$ cat config.mk
export PLATFORM = sky130hd
export DESIGN_NAME = gpc303_arbiter
export DESIGN_NICKNAME = d
export VERILOG_FILES = /design/src/rtl/gpc303_arbiter.sv
export SDC_FILE = /design/constraint.sdc
export NUM_CORES = 1
export LEC_CHECK = 0
export ABC_AREA = 1
export BUFFER_PORTS_ARGS = -buffer_cell sky130_fd_sc_hd__buf_4
export CAP_MARGIN = 15
export CORE_ASPECT_RATIO = 0.5
export CORE_MARGIN = 2
export CORE_UTILIZATION = 30
export CTS_BUF_LIST = sky130_fd_sc_hd__clkbuf_16
export CTS_CLUSTER_SIZE = 12
export DETAILED_ROUTE_END_ITERATION = 6
export GPL_TIMING_DRIVEN = 0
export SYNTH_ARGS = -nofsm -noshare
export SYNTH_HDL_FRONTEND = slang
export SYNTH_SLANG_ARGS = --single-unit
$ cat constraint.sdc
create_clock -name clk -period 4.09 [get_ports clk]
set_clock_uncertainty 0.05 [all_clocks]
set_input_delay 0.2045 -clock clk [delete_from_list [all_inputs] [get_ports clk]]
set_output_delay 0.2045 -clock clk [all_outputs]
set_load 0.02 [all_outputs]
$ cat src/rtl/gpc303_arbiter.sv
// gpc303_arbiter: round-robin sharing of one gpc303_4 counter among NREQ requesters.
// Define GPC303_ARBITER_CHECK_EN to build the arithmetic self-checker that drives err.

module gpc303_4 (
    input  logic [2:0] src0,
    input  logic [2:0] src2,
    output logic [3:0] dst
);
    // Each 3-bit column compresses in a full adder; the two columns never overlap in weight.
    assign dst = {src2[0] & src2[1] | src2[2] & (src2[0] ^ src2[1]), ^src2,
                  src0[0] & src0[1] | src0[2] & (src0[0] ^ src0[1]), ^src0};
endmodule

module gpc303_arbiter #(
    parameter int NREQ = 4,
    localparam int IDW = (NREQ > 1) ? $clog2(NREQ) : 1
) (
    input  logic              clk,
    input  logic              rst,
    input  logic [NREQ-1:0]   req_valid,
    output logic [NREQ-1:0]   req_ready,
    input  logic [3*NREQ-1:0] req_src0,
    input  logic [3*NREQ-1:0] req_src2,
    output logic              out_valid,
    input  logic              out_ready,
    output logic [3:0]        out_dst,
    output logic [IDW-1:0]    out_id,
    output logic              err
);
    localparam int PW = IDW + 1;
    typedef enum logic {EMPTY, FULL} state_t;
    state_t state, state_nxt;
    logic [IDW-1:0] ptr, win;
    logic [PW-1:0] idx;
    logic [NREQ-1:0] sel;
    logic [2:0] op0, op2;
    logic [3:0] sum;
    logic found, slot_free, grant;
    assign out_valid = state == FULL;
    assign slot_free = !out_valid || out_ready;
    // Scan from the farthest offset down so the nearest valid requester at or after ptr wins.
    always_comb begin
        found = 1'b0;
        win = '0;
        idx = '0;
        for (int k = NREQ - 1; k >= 0; k--) begin
            idx = {1'b0, ptr} + PW'(k);
            if (idx >= PW'(NREQ)) idx = idx - PW'(NREQ);
            if (req_valid[idx[IDW-1:0]]) begin
                found = 1'b1;
                win = idx[IDW-1:0];
            end
        end
    end
    assign grant = found && slot_free && !rst;
    assign sel = found ? NREQ'(1) << win : '0;
    assign req_ready = grant ? sel : '0;
    always_comb begin
        op0 = '0;
        op2 = '0;
        for (int i = 0; i < NREQ; i++) begin
            op0 = op0 | (sel[i] ? req_src0[3*i+:3] : 3'b000);
            op2 = op2 | (sel[i] ? req_src2[3*i+:3] : 3'b000);
        end
    end
    gpc303_4 u_gpc (.src0(op0), .src2(op2), .dst(sum));
    always_comb state_nxt = grant ? FULL : (out_ready ? EMPTY : state);
    always_ff @(posedge clk) begin
        if (rst) state <= EMPTY;
        else state <= state_nxt;
    end
    always_ff @(posedge clk) begin
        if (rst) begin
            ptr <= '0;
            out_dst <= '0;
            out_id <= '0;
        end else if (grant) begin
            ptr <= (win == IDW'(NREQ - 1)) ? '0 : win + IDW'(1);
            out_dst <= sum;
            out_id <= win;
        end
    end
`ifdef GPC303_ARBITER_CHECK_EN
    logic [1:0] pa, pb;
    logic [3:0] sum_ref;
    assign pa = 2'(op0[0]) + 2'(op0[1]) + 2'(op0[2]);
    assign pb = 2'(op2[0]) + 2'(op2[1]) + 2'(op2[2]);
    assign sum_ref = {pb, 2'b00} + {2'b00, pa};
    always_ff @(posedge clk) begin
        if (rst) err <= 1'b0;
        else if (grant && sum != sum_ref) err <= 1'b1;
    end
`else
    assign err = 1'b0;
`endif
endmodule

==> metrics.cfg, run 1 <==
[logic_synthesis]
syn-cell-area_um2 = 925.9
yosys.area.top_type = dfxtp_1
synth_common_cells = 36 x nand2_1, 34 x nand3_1, 18 x inv_1
ys_seq_elements = 9
synth_cells = 145
synth-adder-area-share_pct = 9.730
synth_edf_count = 0
synth_top_area_share_pct = 19.46
synth_top_family_by_area = simple AND/OR/NAND/NOR gates
synthMuxAreaShare_pct = 0
synth_fp_nets = 182
synth-compound-area-share_pct = 5.135
syn_avg_cell_area_um2 = 6.385
synth_most_common_cell = nand2_1
synthArstFlopShare_pct = 0
yosysSeqAreaShare_pct = 19.46
synth_ff_type = dfxtp_1
synthSimpleGateAreaFrac_pct = 50.95
yosysWarnings = 0
yosysUniqueCellTypes = 21
ys_top_cells_by_area = dfxtp_1 19%, nand3_1 18%, nand2_1 15%
synth_xor_area_share_pct = 0

[critical_path]
cpMostUsedCell = nand2_1
path_depth = 18
path_class = flip-flop to flip-flop
crit_buf_inv = 3
cp-start-kind = flip-flop
cp_top_family = simple AND/OR/NAND/NOR gates
cp.arrival_ns = 2.78
crit_path_max_fanout = 9
cp_slowest_cell = fa_1
end_kind = flip-flop
crit_chain = buf_6 > inv_6 > nand2_2 > nand2_1 > nand2_1 > nand2_2 > nor2_4 > o21ai_0 > nand2_1 > nand2_1 > nand2_1 > inv_1 > ha_1 > nand3_1 > nand4_1 > fa_1 > nand2_1 > nand2_1
critPathMaxStageDelay_ns = 0.56
rr_worst_depth = 18
crit_required_ns = 4.22

[routing]
wl_per_cell_um = 10.78
wl_um = 2480
drt_iter0_drc = 55
drc = 0
vias_per_cell = 4.626
dr.pass1.iters = 4
routed-via-count = 1064
ant_nets = 0

[power]
p_leak_nw = 0.7352
ir_drop_mv = 0.1880
p_total_uw = 762.8
power_density_nw_per_um2 = 559.8

[clock_tree]
cts_made_buffers = 3
h-tree-depth = 1
post_cts_buffers = 0
cts_resized = 0
clockBufferDepth = 2
cts_tree = yes
cts_hold_buffers = 0
clkLatencyLatePin_ns = 0.23
clk_pin_slew_ns = 0.04
clock_sinks = 9
cts_root_buf = clkbuf_16

[die]
num_rows = 14
start_util_pct = 31.09
die_x_um = 82.57
die_area_um2 = 3574
io_pins = 43
coreArea_um2 = 2978
die_h_um = 43.29

[final_layout]
design_area_um2 = 1363
fillers = 333
stdcell_count = 230
diodes = 0
area_delta_synth_final_pct = 47.16
nNetsFinal = 228
layout-drive-gt1-share_pct = 34.21

[place]
portBuffers = 41
gp_congestion = 0.7898
hpwl_um = 1994
post-place-cells = 226
placed_area_um2 = 1284

[global_route]
grt_pass1_wl_um = 4064
grt_max_degree = 11
grt_pass1_vias = 957
gr-usage-all-layers_pct = 15.01
antenna_found_initial = 0
grt_overflow = 0

[job]
max_cap_viol_count = 0

[worst_hold_path]
hp-class = primary input to flip-flop
holdPathStages = 2

[sta]
rsz0062_at_grt = no
period_share_pct = 64.81
fmax_mhz = 377.2
finalSetupTns_ns = 0
min_period_ns = 2.651
holdWs_ns = 0.09028
final-hold-violation-count = 0
setup_violations = 0
maxSlewViolCount = 0

[status]
status = completed

-- final cells by class --
type	count	area, um^2	share of cell area [%]
clock buffer	3	75.07	5.510
multi-input combinational	111	613.1	45.00
tap	40	50.05	3.673
timing repair buffer	41	307.8	22.59
buffer	5	52.55	3.857
clock inverter	1	3.754	0.2755
inverter	20	80.08	5.877
sequential	9	180.2	13.22
-- power breakdown --
group	switching [mW]	internal (mW)
registers	0.0142	0.115
clock network	0.0425	0.128
logic	0.276	0.188
total	0.332	0.430
-- per-layer routing --
metal | up-vias | part of all wire [%] | wire length, um | track usage [%]
met4 | 0 | 0.69 | 17 | 2.951
met1 | 472 | 45 | 1125 | 19.82
li1 | 559 | - | - | -
met2 | 29 | 48 | 1186 | 23.87
met3 | 4 | 6.1 | 152 | 5.106
met5 | - | 0 | 0 | 0
-- through the flow --
stage	utilization (%)	worst slack (ns)
2_1_floorplan	-	1.698
3_3_place_gp	43.11	1.466
3_5_place_dp	43.11	1.424
4_1_cts	45.76	1.422
5_1_grt	45.76	1.144
6_report	45.76	1.439
-- state kept, by name, summed over array words and instances (netlist names) --
register and cells:
out_dst 4, out_id 2, ptr 2, out_valid 1
-- logic make-up after synthesis --
| group | Yosys count |
|---|---|
| and+or+nand+nor | 96 |
| buffers and inverters | 25 |
| DFF | 9 |
| AOI/OAI and AO/OA | 8 |
| adders and majority gates | 6 |
| other | 1 |
-- path summary, 6_finish.rpt --
check	from	endpoint	slack, ns
worst max-delay path	ptr[0]	out_dst[0]	1.44
worst min-delay path	rst	ptr[0]	0.09
worst max register to register	ptr[0]	out_dst[0]	1.44
worst min register to register	out_dst[1]	out_dst[1]	0.41
-- worst reg2reg max path, delay by kind of cell, from the launching register on --
family          cells  cell delay (ns)
simple gates       12             1.03
fa+ha+maj           2             0.84
flops               1             0.31
buf+inv             3             0.26
compound gates      1             0.10
-- cells in the final DEF, fill, tap and decap left out, types with 3 or more instances in the layout --
| cell | netlist | layout |
|---|---|---|
| buf_4 | 1 | 42 |
| buf_6 | 4 | 4 |
| clkbuf_16 | 0 | 3 |
| dfxtp_1 | 9 | 9 |
| ha_1 | 4 | 4 |
| inv_1 | 18 | 19 |
| nand2_1 | 36 | 36 |
| nand2_2 | 7 | 7 |
| nand3_1 | 34 | 34 |
| nand4_1 | 6 | 6 |
| nor2_1 | 8 | 8 |
| o21ai_0 | 3 | 3 |
No activity file was read; power rests on OpenSTA's default activity.
==> run 2: changes to the inputs <==
clock period = 2.35 ns   (was 4.09 ns; I/O delays follow)
==> metrics.cfg, run 2 (same netlist as run 1, synthesis figures left out) <==
[critical_path]
rr_worst_depth = 16
crit_chain = inv_8 > nand2_4 > nand2_4 > nand2_4 > nand2_4 > inv_1 > nand2_2 > nand3_2 > nand2_4 > inv_4 > ha_4 > nand3_2 > nand4_1 > fa_1 > nand2_1 > nand2_1
cp_top_family = simple AND/OR/NAND/NOR gates
path_class = flip-flop to flip-flop
cp_slowest_cell = fa_1
crit_required_ns = 2.48
critPathMaxStageDelay_ns = 0.56
crit_path_max_fanout = 8
end_kind = flip-flop
crit_buf_inv = 3
path_depth = 16
cp-start-kind = flip-flop
cp.arrival_ns = 2.50
reg2reg_slack_ns = -0.03
cpMostUsedCell = nand2_4

[place]
hpwl_um = 1994
gp_congestion = 0.8040
portBuffers = 41
placed_area_um2 = 1289
dp_slack_ns = -0.2224
post-place-cells = 226

[final_layout]
largest_register = out_dst
largest_reg_flops = 4
layout-drive-gt1-share_pct = 55.61
layout_commonest_cell = buf_4
stdcell_count = 236
final_cell_mix = 47 x buf_4, 25 x nand3_1, 18 x nand2_4
area_delta_synth_final_pct = 79.73
reg_top3 = out_dst: 4 flops, out_id: 2 flops, ptr: 2 flops
nNetsFinal = 234
diodes = 0
design_area_um2 = 1664

[job]
max_cap_viol_count = 0

[routing]
wl_um = 2837
ant_nets = 0
routed-via-count = 1129
drt_iter0_drc = 30
vias_per_cell = 4.784
drc = 0
dr.pass1.iters = 4
wl_per_cell_um = 12.02

[status]
violations = setup timing
status = finished, violations left

[global_route]
grt_overflow = 0
grt_pass1_wl_um = 4284
antenna_found_initial = 0
grt_pass1_vias = 1023
gr-usage-all-layers_pct = 15.64
grt_max_degree = 11

[sta]
setup_violations = 2
finalSetupTns_ns = -0.02787
maxSlewViolCount = 0
final-hold-violation-count = 0
fin_ws_ns = -0.02586
min_period_ns = 2.376
fmax_mhz = 420.9
period_share_pct = 101.1
rsz0062_at_grt = yes

[power]
ir_drop_mv = 0.4180
p_leak_nw = 0.8251
power_density_nw_per_um2 = 980.8

[clock_tree]
cts_made_buffers = 3
clockBufferDepth = 2
cts_tree = yes
h-tree-depth = 1
clkLatencyLatePin_ns = 0.23
clock_sinks = 9
clk_pin_slew_ns = 0.04
cts_root_buf = clkbuf_16

[worst_hold_path]
hp-class = primary input to flip-flop
holdPathStages = 4

[die]
num_rows = 14
start_util_pct = 31.09
die_area_um2 = 3574
coreArea_um2 = 2978
io_pins = 43
die_x_um = 82.57
die_h_um = 43.29

-- run 2: cell types whose count changed in the layout (fill, tap and decap cells not counted), moves of 3 or more --
cell     previous run  this run
buf_4              42        47
ha_4                0         4
inv_1              19        15
nand3_2             1         9
ha_1                4         0
nand2_2             7        10
nand3_1            34        25
nand2_1            36        17
nand2_4             2        18
-- run 2: cell type report --
cell class | count | area (um^2)
well taps | 40 | 50.05
flip-flops and latches | 9 | 187.7
plain buffers | 4 | 41.29
inverters | 20 | 92.59
repair buffers | 48 | 366.6
clock buffers | 3 | 75.07
multi-input cells | 111 | 847.1
clock inverters | 1 | 3.754
fillers | 304 | 1314
-- run 2: worst paths after layout --
check,from,end
max reg2reg,ptr[0],out_dst[0]
max,ptr[0],out_dst[0]
min reg2reg,out_dst[1],out_dst[1]
min,out_ready,out_valid
-- run 2: worst min-delay path, stage by stage --
cell     delay, ns
buf_4         0.08
nor2_1        0.04
o21ai_1       0.12
inv_1         0.04
-- run 2: what timing repair did --
action,in CTS,in global routing
setup endpoints to repair,4,5
endpoints found under the hold margin,1,0
hold buffers,1,0
pin swaps,16,27
setup buffers,4,3
resized for setup,16,52
-- run 2: power breakdown --
part / switching [mW] / internal, mW
Combinational: 0.623 / 0.475
Clock: 0.0691 / 0.222
Sequential: 0.0404 / 0.203
Total: 0.732 / 0.900
-- run 2: metrics by stage --
step | total power, mW | utilization [%] | hold WS (ns)
floorplan | 0.8160 | - | 0.1299
CTS | 1.459 | 49.24 | 0.1683
finish | 1.632 | 55.88 | 0.1673
global route | 1.778 | 55.88 | 0.2121
global placement | 1.041 | 43.28 | 0.2490
detailed placement | 1.049 | 43.28 | 0.2453
-- run 2: routing by layer --
metal	global-route usage, %	vias to the layer above	wire, um
li1	-	570	-
met1	19.59	533	1149
met2	27.90	24	1546
met3	3.830	2	137
met4	1.967	0	3
met5	0	-	0
